$ cat config.mk
export PLATFORM = sky130hd
export DESIGN_NAME = ex_operand_stage
export DESIGN_NICKNAME = d
export VERILOG_FILES = /design/src/rtl/ex_pkg.sv /design/src/rtl/ex_operand_stage_fwd_resolve.sv /design/src/rtl/ex_operand_stage.sv
export SDC_FILE = /design/constraint.sdc
export NUM_CORES = 1
export LEC_CHECK = 0
export BUFFER_PORTS_ARGS = -buffer_cell sky130_fd_sc_hd__buf_2
export CAP_MARGIN = 0
export CORE_UTILIZATION = 35
export CTS_BUF_LIST = sky130_fd_sc_hd__clkbuf_16
export DETAILED_ROUTE_END_ITERATION = 8
export PLACE_DENSITY = 0.69
export SYNTH_ARGS = -nofsm -noshare
export SYNTH_HDL_FRONTEND = slang
export SYNTH_SLANG_ARGS = --single-unit
$ cat constraint.sdc
create_clock -name clk -period 2.84 [get_ports clk]
set_input_delay 0.284 -clock clk [delete_from_list [all_inputs] [get_ports clk]]
set_output_delay 0.284 -clock clk [all_outputs]
set_load 0.1 [all_outputs]
$ cat src/rtl/ex_pkg.sv
// ex_pkg: shared constants and types for the execute-stage operand logic.
//   XLEN_DEF / RAW_DEF / NUM_FWD_DEF : default datapath, register-address
//                                      and bypass-source counts
//   state_e                          : operand stage occupancy states
//   SEL_*                            : operand select encodings
package ex_pkg;

  localparam int XLEN_DEF    = 32;
  localparam int RAW_DEF     = 5;
  localparam int NUM_FWD_DEF = 3;

  typedef enum logic [1:0] {
    EMPTY = 2'd0,
    WAIT  = 2'd1,
    FULL  = 2'd2
  } state_e;

  localparam logic SEL_RS  = 1'b1;
  localparam logic SEL_PC  = 1'b0;
  localparam logic SEL_IMM = 1'b0;

endpackage

$ cat src/rtl/ex_operand_stage_fwd_resolve.sv
// fwd_resolve: combinational priority match of one source register address
// against the packed bypass buses. Index 0 is the youngest source and wins.
//   addr        : source register address (x0 never matches)
//   fwd_valid   : per-source write valid
//   fwd_pending : per-source "data not yet available"
//   fwd_addr    : packed destination addresses
//   fwd_data    : packed write data
//   hit         : some valid source targets addr
//   pending     : the winning source has no data yet
//   data        : winning source's data (0 when no hit)
module fwd_resolve
  import ex_pkg::*;
#(
  parameter int XLEN    = XLEN_DEF,
  parameter int RAW     = RAW_DEF,
  parameter int NUM_FWD = NUM_FWD_DEF
) (
  input  logic [RAW-1:0]          addr,
  input  logic [NUM_FWD-1:0]      fwd_valid,
  input  logic [NUM_FWD-1:0]      fwd_pending,
  input  logic [NUM_FWD*RAW-1:0]  fwd_addr,
  input  logic [NUM_FWD*XLEN-1:0] fwd_data,
  output logic                    hit,
  output logic                    pending,
  output logic [XLEN-1:0]         data
);

  // Scan oldest to youngest so the lowest matching index is the last writer.
  always_comb begin
    hit     = 1'b0;
    pending = 1'b0;
    data    = '0;
    for (int i = NUM_FWD - 1; i >= 0; i--) begin
      if ((addr != '0) && fwd_valid[i] && (fwd_addr[i*RAW +: RAW] == addr)) begin
        hit     = 1'b1;
        pending = fwd_pending[i];
        data    = fwd_data[i*XLEN +: XLEN];
      end
    end
  end

endmodule

$ cat src/rtl/ex_operand_stage.sv
// ex_operand_stage: registered ID/EX operand stage. Latches one instruction,
// resolves rs1/rs2 through the bypass network (waiting on in-flight loads),
// and presents s1/s2/store data to the ALU over valid/ready.
//   clk, rst_n            : clock, async active-low reset
//   flush                 : squash held instruction, drop same-cycle accept
//   in_valid / in_ready   : ID/EX handshake
//   in_sel1 / in_sel2     : 1 = register operand, 0 = PC / immediate
//   in_pc, in_imm         : instruction PC and immediate
//   in_rs*_addr/_data     : source addresses and register-file read data
//   fwd_valid/_pending/_addr/_data : bypass sources, index 0 youngest
//   out_valid / out_ready : ALU handshake
//   out_s1, out_s2        : selected ALU operands
//   out_rs2               : resolved rs2 (store data)
// Optional build macro FWD_STALL_CNT_EN adds stall_cnt, a saturating count
// of cycles spent in WAIT, cleared only by reset.
//
// state | meaning
// EMPTY | no instruction held
// WAIT  | instruction held, an operand still waits on bypass data
// FULL  | both operands resolved, out_valid = 1
module ex_operand_stage
  import ex_pkg::*;
#(
  parameter int XLEN    = XLEN_DEF,
  parameter int NUM_FWD = NUM_FWD_DEF,
  parameter int RAW     = RAW_DEF
) (
  input  logic                    clk,
  input  logic                    rst_n,
  input  logic                    flush,
  input  logic                    in_valid,
  output logic                    in_ready,
  input  logic                    in_sel1,
  input  logic                    in_sel2,
  input  logic [XLEN-1:0]         in_pc,
  input  logic [XLEN-1:0]         in_imm,
  input  logic [RAW-1:0]          in_rs1_addr,
  input  logic [RAW-1:0]          in_rs2_addr,
  input  logic [XLEN-1:0]         in_rs1_data,
  input  logic [XLEN-1:0]         in_rs2_data,
  input  logic [NUM_FWD-1:0]      fwd_valid,
  input  logic [NUM_FWD-1:0]      fwd_pending,
  input  logic [NUM_FWD*RAW-1:0]  fwd_addr,
  input  logic [NUM_FWD*XLEN-1:0] fwd_data,
  output logic                    out_valid,
  input  logic                    out_ready,
  output logic [XLEN-1:0]         out_s1,
  output logic [XLEN-1:0]         out_s2,
  output logic [XLEN-1:0]         out_rs2
`ifdef FWD_STALL_CNT_EN
  ,output logic [31:0]            stall_cnt
`endif
);

  state_e          state_q, state_d;
  logic [XLEN-1:0] pc_q, pc_d, imm_q, imm_d;
  logic [XLEN-1:0] rs1_q, rs1_d, rs2_q, rs2_d;
  logic [RAW-1:0]  a1_q, a1_d, a2_q, a2_d;
  logic            sel1_q, sel1_d, sel2_q, sel2_d;
  logic            ok1_q, ok1_d, ok2_q, ok2_d;
  logic [XLEN-1:0] s1_q, s1_d, s2_q, s2_d, rs2o_q, rs2o_d;

  logic            accept;
  logic [RAW-1:0]  a1_cur, a2_cur;
  logic            hit1, pend1, hit2, pend2;
  logic [XLEN-1:0] data1, data2;

  assign in_ready = (state_q == EMPTY) || ((state_q == FULL) && out_ready);
  assign accept   = in_valid && in_ready && !flush;

  // Resolution looks at the incoming addresses on the accept cycle, so a
  // hazard-free instruction goes straight to FULL.
  assign a1_cur = accept ? in_rs1_addr : a1_q;
  assign a2_cur = accept ? in_rs2_addr : a2_q;

  fwd_resolve #(.XLEN(XLEN), .RAW(RAW), .NUM_FWD(NUM_FWD)) u_fwd_rs1 (
    .addr(a1_cur), .fwd_valid(fwd_valid), .fwd_pending(fwd_pending),
    .fwd_addr(fwd_addr), .fwd_data(fwd_data),
    .hit(hit1), .pending(pend1), .data(data1)
  );

  fwd_resolve #(.XLEN(XLEN), .RAW(RAW), .NUM_FWD(NUM_FWD)) u_fwd_rs2 (
    .addr(a2_cur), .fwd_valid(fwd_valid), .fwd_pending(fwd_pending),
    .fwd_addr(fwd_addr), .fwd_data(fwd_data),
    .hit(hit2), .pending(pend2), .data(data2)
  );

  always_comb begin
    state_d = state_q;
    pc_d    = pc_q;
    imm_d   = imm_q;
    rs1_d   = rs1_q;
    rs2_d   = rs2_q;
    a1_d    = a1_q;
    a2_d    = a2_q;
    sel1_d  = sel1_q;
    sel2_d  = sel2_q;
    ok1_d   = ok1_q;
    ok2_d   = ok2_q;
    s1_d    = s1_q;
    s2_d    = s2_q;
    rs2o_d  = rs2o_q;

    if (accept) begin
      pc_d   = in_pc;
      imm_d  = in_imm;
      sel1_d = in_sel1;
      sel2_d = in_sel2;
      a1_d   = in_rs1_addr;
      a2_d   = in_rs2_addr;
      rs1_d  = in_rs1_data;
      rs2_d  = in_rs2_data;
      ok1_d  = 1'b0;
      ok2_d  = 1'b0;
    end

    // rsN_d holds register-file data until resolved, then the frozen value.
    if (accept || (state_q == WAIT)) begin
      if (!ok1_d) begin
        if (a1_cur == '0) begin
          rs1_d = '0;
          ok1_d = 1'b1;
        end else if (hit1 && pend1) begin
          // rs1 is only waited on when it actually feeds s1
          ok1_d = (sel1_d != SEL_RS);
        end else begin
          if (hit1) rs1_d = data1;
          ok1_d = 1'b1;
        end
      end
      if (!ok2_d) begin
        if (a2_cur == '0) begin
          rs2_d = '0;
          ok2_d = 1'b1;
        end else if (!(hit2 && pend2)) begin
          if (hit2) rs2_d = data2;
          ok2_d = 1'b1;
        end
      end
    end

    if (flush) begin
      state_d = EMPTY;
    end else if (accept) begin
      state_d = (ok1_d && ok2_d) ? FULL : WAIT;
    end else if ((state_q == WAIT) && ok1_d && ok2_d) begin
      state_d = FULL;
    end else if ((state_q == FULL) && out_ready) begin
      state_d = EMPTY;
    end

    // Output registers only load when a new instruction becomes FULL, so a
    // stalled FULL (out_ready=0) keeps them stable.
    if (!flush && (state_d == FULL) && (accept || (state_q == WAIT))) begin
      s1_d   = (sel1_d == SEL_RS) ? rs1_d : pc_d;
      s2_d   = (sel2_d == SEL_RS) ? rs2_d : imm_d;
      rs2o_d = rs2_d;
    end
  end

  always_ff @(posedge clk or negedge rst_n) begin
    if (!rst_n) begin
      state_q <= EMPTY;
      pc_q    <= '0;
      imm_q   <= '0;
      rs1_q   <= '0;
      rs2_q   <= '0;
      a1_q    <= '0;
      a2_q    <= '0;
      sel1_q  <= 1'b0;
      sel2_q  <= 1'b0;
      ok1_q   <= 1'b0;
      ok2_q   <= 1'b0;
      s1_q    <= '0;
      s2_q    <= '0;
      rs2o_q  <= '0;
    end else begin
      state_q <= state_d;
      pc_q    <= pc_d;
      imm_q   <= imm_d;
      rs1_q   <= rs1_d;
      rs2_q   <= rs2_d;
      a1_q    <= a1_d;
      a2_q    <= a2_d;
      sel1_q  <= sel1_d;
      sel2_q  <= sel2_d;
      ok1_q   <= ok1_d;
      ok2_q   <= ok2_d;
      s1_q    <= s1_d;
      s2_q    <= s2_d;
      rs2o_q  <= rs2o_d;
    end
  end

  assign out_valid = (state_q == FULL);
  assign out_s1    = s1_q;
  assign out_s2    = s2_q;
  assign out_rs2   = rs2o_q;

`ifdef FWD_STALL_CNT_EN
  logic [31:0] stall_cnt_q, stall_cnt_d;

  always_comb begin
    stall_cnt_d = stall_cnt_q;
    if ((state_q == WAIT) && (stall_cnt_q != 32'hFFFF_FFFF)) begin
      stall_cnt_d = stall_cnt_q + 32'd1;
    end
  end

  always_ff @(posedge clk or negedge rst_n) begin
    if (!rst_n) stall_cnt_q <= '0;
    else        stall_cnt_q <= stall_cnt_d;
  end

  assign stall_cnt = stall_cnt_q;
`endif

endmodule

Word level (Yosys, flattened, before mapping). Cells that the tools add are included.

Bitwise logic cells: 1. Reduce and logical (&&, ||, !) cells: 30. Equal/unequal tests: 9. Mux-type cells: 53.

Operators by type and width (count): 32-bit two-way mux (22); 5-bit == test (6); 1-bit two-way mux (24); 1-bit logical AND (22); 5-bit zero test (2); 2-bit two-way mux (5); 5-bit two-way mux (2); 5-bit nonzero test (2); 2-bit == test, second input constant (2); 2-bit by 1-bit == test with 1-bit output, second input constant (1); 2-bit zero test (1); 1-bit logical OR (2); 1-bit zero test (1); 1-bit inverter (1).

Input bits: 262. Output and inout port bits: 98. Logic and storage cells: 107. Register bits after elaboration: 240.

Longest topological paths before layout.
Depth in word-level cells: 25. Mapped depth: 17. Depth with buffers taken out: 10.

By module. From an unflattened synthesis, not the netlist that was laid out.

Cell total of the unflattened synthesis: 1589. Area total of the unflattened synthesis: 13451.7 sq um.

Modules (own cells, without submodules): ex_operand_stage (instances 1, seq. area each 6005.8 sq um, cells an instance 1231, area each 11572.3 sq um); fwd_resolve (instances 2, seq. area each 0.0 sq um, cells an instance 179, area each 939.7 sq um).

Worst setup path before layout. No wires, ideal clock.

Path kind: register to register. From: reg state_q[1]. To: reg rs2o_q[9] (netlist: out_rs2[9]). Setup time: 128 ps. Buffers on the path: 3. Data required time: 2712 ps. Arrival: 3543 ps. Clock period less this slack: 3671 ps. Cell stages (with the launch flop): 13. Path slack: -831 ps. Cells stage by stage: dfrtp_1 nor2b_1 buf_2 nor2_1 a32o_1 a2111o_1 or2_1 nand3_1 a32oi_2 and3_1 buf_2 buf_4 mux2_1.

Word-level cells in the longest chain between the ends: 25. Elaborated cells between the ends (all ways): 78. Those cells by class: 9 x eq/ne; 39 x mux; 1 x bitwise; 29 x reduce/logical.

RTL lines: start, declared (RTL line ex_operand_stage.sv:55) `state_e state_q, state_d;`; start signal, assigned (RTL line ex_operand_stage.sv:178) `state_q <= state_d;`; 2-bit == test (RTL line ex_operand_stage.sv:68) `assign in_ready = (state_q == EMPTY) || ((state_q == FULL) && out_ready);`; 1-bit logical AND (RTL line ex_operand_stage.sv:68); 1-bit logical OR (*) (RTL line ex_operand_stage.sv:68); net in_ready (RTL line ex_operand_stage.sv:32) `output logic in_ready,`; 1-bit logical AND (*) (2 in a row) (RTL line ex_operand_stage.sv:69) `assign accept = in_valid && in_ready && !flush;`; 5-bit two-way mux; 5-bit nonzero test (RTL line ex_operand_stage_fwd_resolve.sv:34) `if ((addr != '0) && fwd_valid[i] && (fwd_addr[i*RAW +: RAW] == addr)) begin`; 1-bit logical AND (2 in a row) (RTL line ex_operand_stage_fwd_resolve.sv:34); [6 not listed]; 1-bit two-way mux (RTL line ex_operand_stage.sv:119) `if (!ok1_d) begin`; 1-bit two-way mux (RTL line ex_operand_stage.sv:118) `if (accept || (state_q == WAIT)) begin`; 1-bit logical AND (2 in a row) (RTL line ex_operand_stage.sv:146) `end else if ((state_q == WAIT) && ok1_d && ok2_d) begin`; 2-bit two-way mux (RTL line ex_operand_stage.sv:146); 2-bit two-way mux (RTL line ex_operand_stage.sv:144) `end else if (accept) begin`; 2-bit two-way mux (RTL line ex_operand_stage.sv:142) `if (flush) begin`; 2-bit == test (RTL line ex_operand_stage.sv:154) `if (!flush && (state_d == FULL) && (accept || (state_q == WAIT))) begin`; 1-bit logical AND (2 in a row) (RTL line ex_operand_stage.sv:154); end signal, assigned (RTL line ex_operand_stage.sv:191) `rs2o_q <= rs2o_d;`; end, declared (RTL line ex_operand_stage.sv:61) `logic [XLEN-1:0] s1_q, s1_d, s2_q, s2_d, rs2o_q, rs2o_d;`.

Mark *: on every way through the listed nets, which the timed path passes. The rest lies on a longest branch. A chain may end at the register's enable or synchronous reset.

Worst setup path in the final report.
From: reg a2_q[4]. To: reg s1_q[9] (netlist: out_s1[9]).

Word-level cells in the longest chain between the ends: 19. Elaborated cells between the ends (all ways): 32. Those cells by class: 4 x eq/ne; 15 x mux; 13 x reduce/logical.

RTL lines: start, declared (RTL line ex_operand_stage.sv:58) `logic [RAW-1:0] a1_q, a1_d, a2_q, a2_d;`; start signal, assigned (RTL line ex_operand_stage.sv:169) `a2_q <= '0;`; start signal, assigned (RTL line ex_operand_stage.sv:184) `a2_q <= a2_d;`; 5-bit two-way mux (*); 5-bit nonzero test (RTL line ex_operand_stage_fwd_resolve.sv:34); 1-bit logical AND (2 in a row) (RTL line ex_operand_stage_fwd_resolve.sv:34); 1-bit two-way mux (3 in a row) (RTL line ex_operand_stage_fwd_resolve.sv:34); 1-bit logical AND (RTL line ex_operand_stage.sv:135) `end else if (!(hit2 && pend2)) begin`; 1-bit two-way mux (RTL line ex_operand_stage.sv:135); 1-bit two-way mux (*) (RTL line ex_operand_stage.sv:132) `if (a2_cur == '0) begin`; 1-bit two-way mux (*) (RTL line ex_operand_stage.sv:131) `if (!ok2_d) begin`; 1-bit two-way mux (*) (RTL line ex_operand_stage.sv:118); 1-bit logical AND (on tied branches) (RTL line ex_operand_stage.sv:146, ex_operand_stage.sv:145); 2-bit two-way mux (on tied branches) (RTL line ex_operand_stage.sv:146, ex_operand_stage.sv:145); 2-bit two-way mux (*) (RTL line ex_operand_stage.sv:144); 2-bit two-way mux (*) (RTL line ex_operand_stage.sv:142); 2-bit == test (*) (RTL line ex_operand_stage.sv:154); 1-bit logical AND (*) (2 in a row) (RTL line ex_operand_stage.sv:154); end signal, assigned (RTL line ex_operand_stage.sv:174) `s1_q <= '0;`; end signal, assigned (RTL line ex_operand_stage.sv:189) `s1_q <= s1_d;`; end, declared (RTL line ex_operand_stage.sv:61).

Every way passes the cells marked *; elsewhere a longest branch is shown, timed or not.

==> results.yml <==
clocking:
  cts_buffer_depth: 3
  ctsRootBufferMaster: "clkbuf_16"
  clock_latency_ps: 600
  cts.sink_count: 240
  clock_tree_from_tritoncts: "done"
  cts_buffers: 29
  path_clk_slew_ps: 60
  number_of_h_tree_levels: 1
logic_synthesis:
  seq_area_frac_synth_pct: 42.1
  async_flop_share_pct: 100
  synth_enable_flop_cells: 0
  synth_area_um2: 14200
  synth.distinct_cells: 76
  yosysWarnings: 0
  synth_top_flop_cell: "dfrtp_1"
  netlist_top_cells_area: "dfrtp_1, nand2_1, o21ai_0"
  synth_top_area_share_pct: 42.1
  mapped_avg_cell_area_um2: 8.03
  synthDominantAreaCellType: "dfrtp_1"
  synth.ff_latch_count: 240
  number_of_standard_cells_after_synthesis: 1774
  synth_nets: 2036
timing:
  slew_headroom_pct: 43.1
  final.setup_skew_ps: 14.7
  fin_crit_sh_pct: 116
  final-setup-viol-count: 161
  worst_pin_slew_ps: 853
  finalWorstSetupSlack_ps: -459
  maxClockFrequency_ghz: 0.303
  min_period_ps: 3300
  slew_violations: 0
  timing.final.hold_violations: 0
  grt_setup_unrepaired: "true"
global_routing:
  grt_usage_pct: 30.1
  grt_overflow_total: 0
  first_global_vias: 16100
  grt_antenna_before_repair: 4
  maximum_number_of_pins_on_one_net_before_global_route_repair: 99
  grt_pass1_wl_um: 95200
floorplanning:
  floorplan.die_area_um2: 41500
  io_pins: 360
  core_area_um2: 39900
  floorplan.die.height_um: 204
  std_cell_rows: 73
  floorplan.initialDensity_pct: 35.7
  die_width_um: 204
job:
  cap_violations: 0
cells_and_area:
  finish.cell_count_without_fillers: 2904
  final_layout_size_suffix_gt1_share_pct: 39.6
  design.final.nets: 2616
  area_delta_synth_final_pct: 54.1
setup_path:
  ordered_list_of_cells_on_the_worst_path: "or4_4 -> buf_4 -> o211ai_1 -> mux2i_1 -> o221ai_2 -> nor3_4 -> a2111o_1 -> a32oi_4 -> and3_4 -> buf_4 -> clkbuf_16 -> nor2_1 -> a21oi_1"
  timing.critical_path.mode_cell: "buf_4"
  criticalPathCategory: "reg2reg"
  crit_slowest_cell: "or4_4"
  worstPathArrival_ps: 3820
  cp.required_ps: 3360
  worst-path-max-fanout: 18
  endpoint_kind: "flop"
  critical_path.startpoint_type: "flop"
  cp_max_stage_delay_ps: 540
power_and_ir_drop:
  switching_share_pct: 51.6
  p_sw_w: 0.0108
  total_power_w: 0.0210
  ir_worst_vdd_v: 0.00112
  power.share.combinational_pct: 54.1
  clkPwrFrac_pct: 19.8
  int_power_w: 0.0102
  power.sequential.fraction_pct: 26.1
  leakagePower_nw: 10.5
  power_per_cell_area_nw_per_um2: 955
hold_path:
  worst_hold_path_type: "in2reg"
placed_design:
  gpl.final_weighted_congestion: 0.957
  placed_cells_incl_taps: 2723
  post-dp-hpwl_um: 44800
  port-buffer-count: 359
detailed_routing:
  vias: 16500
  routed_wirelength_um: 67200
  post_drt_wl_per_cell_um: 23.2
  drt_initial_violations: 1186
  drc_errors: 0
  first_pass_iters: 5
  antenna_left: 0
  avgViaCountPerCell: 5.67
run_status:
  outcome: "finished, violations left"
  violations_in_the_final_reports: "setup timing"
==> final cells by class <==
cell class                      instances  area, µm²
Fill cell                            3538      18000
Multi-Input combinational cell       1340       8760
Sequential cell                       240       6010
Timing Repair Buffer                  682       5270
Clock buffer                           29        726
Tap cell                              525        657
Clock inverter                         24        308
Inverter                               61        229
Antenna cell                            3       7.51
==> cells in the mapped netlist (22+ instances only) <==
cell and n:
mux2i_1 71, a21oi_1 125, and3_1 22, inv_1 59, o211ai_1 27, nor2_1 208
buf_2 30, a21o_1 23, dfrtp_1 240, o21ai_0 163, clkbuf_1 80, nand2_1 389
a22oi_1 29, a31oi_1 34
==> cells by family after synthesis <==
| group | share of synthesized area, % |
|---|---|
| muxes | 5.58 |
| and+or+nand+nor | 20.4 |
| AOI/OAI and AO/OA | 25.1 |
| buffers and inverters | 5.74 |
| xor gates and xnor gates | 1.11 |
| DFF | 42.1 |
==> repair_timing <==
action / 4_1_cts / 5_1_grt
setup buffers: 13 / 29
pin swaps: 19 / 75
hold buffers: 68 / 0
cloned: 6 / 16
gates resized for setup: 174 / 253
endpoints found under the setup margin: 162 / 162
endpoints found under the hold margin: 158 / 0
==> registers in the layout (all words and copies together) (netlist names), 5 cells and up <==
name	cells
out_s1	32
out_rs2	32
imm_q	32
rs2_q	32
out_s2	32
a2_q	5
pc_q	32
rs1_q	32
a1_q	5
==> layer usage <==
metal,GRT usage (%),wire length (µm),up-vias
met5,0,21,-
met4,14.2,3660,4
met3,5.98,6020,241
met2,48.5,30900,939
met1,38.8,26600,7910
li1,-,-,7359
==> path summary, 6_finish.rpt <==
| check | from | end | slack [ps] | depth (start not counted) |
|---|---|---|---|---|
| min in group asynchronous | rst_n | rs1_q[2] | 320 | 2 |
| worst max register to register | a2_q[4] | out_s1[9] | -460 | 13 |
| worst min-delay path | in_rs2_data[28] | rs2_q[28] | 50 | 3 |
| worst min register to register | imm_q[2] | imm_q[2] | 470 | 2 |
| worst max-delay path | a2_q[4] | out_s1[9] | -460 | 13 |
| max in group asynchronous | rst_n | rs2_q[8] | 1570 | 3 |
==> cells in the final DEF, fill, tap and decap left out, types with 62 or more instances in the layout <==
cell,count
a21oi_1,89
buf_2,358
buf_4,175
dfrtp_1,240
dlygate4sd3_1,68
inv_1,62
mux2i_1,65
nand2_1,348
nor2_1,167
o21ai_0,84
o21ai_1,67
==> through the flow <==
stage	hold slack (ps)	area (µm²)	TNS [ps]	utilization [%]	worst slack, ps
2_1_floorplan	-11.6	14300	-15460	-	-248
3_3_place_gp	370	18000	-83870	45.0	-669
3_5_place_dp	372	18000	-92680	45.0	-768
4_1_cts	3.17	20500	-38360	51.4	-404
5_1_grt	75.1	22000	-68450	55.0	-574
6_report	54.6	22000	-48180	55.0	-459
==> worst max-delay path: cells and delay by family, from the launching register on <==
kind	cells	cell delay (ps)
buffers and inverters	3	550
AND/OR/NAND/NOR	4	1010
flip-flops	1	380
multiplexers	1	140
AO/OA/AOI/OAI	5	1130
==> power by group through the flow <==
stage	logic, W	registers, W	clock network, W
3_3_place_gp	0.00996	0.00533	0
2_1_floorplan	0.00296	0.00992	0
5_1_grt	0.0119	0.00559	0.00434
3_5_place_dp	0.0101	0.00537	0
4_1_cts	0.0105	0.00534	0.00420
6_report	0.0113	0.00546	0.00416
Note: power is estimated with default switching activity, not from simulation.
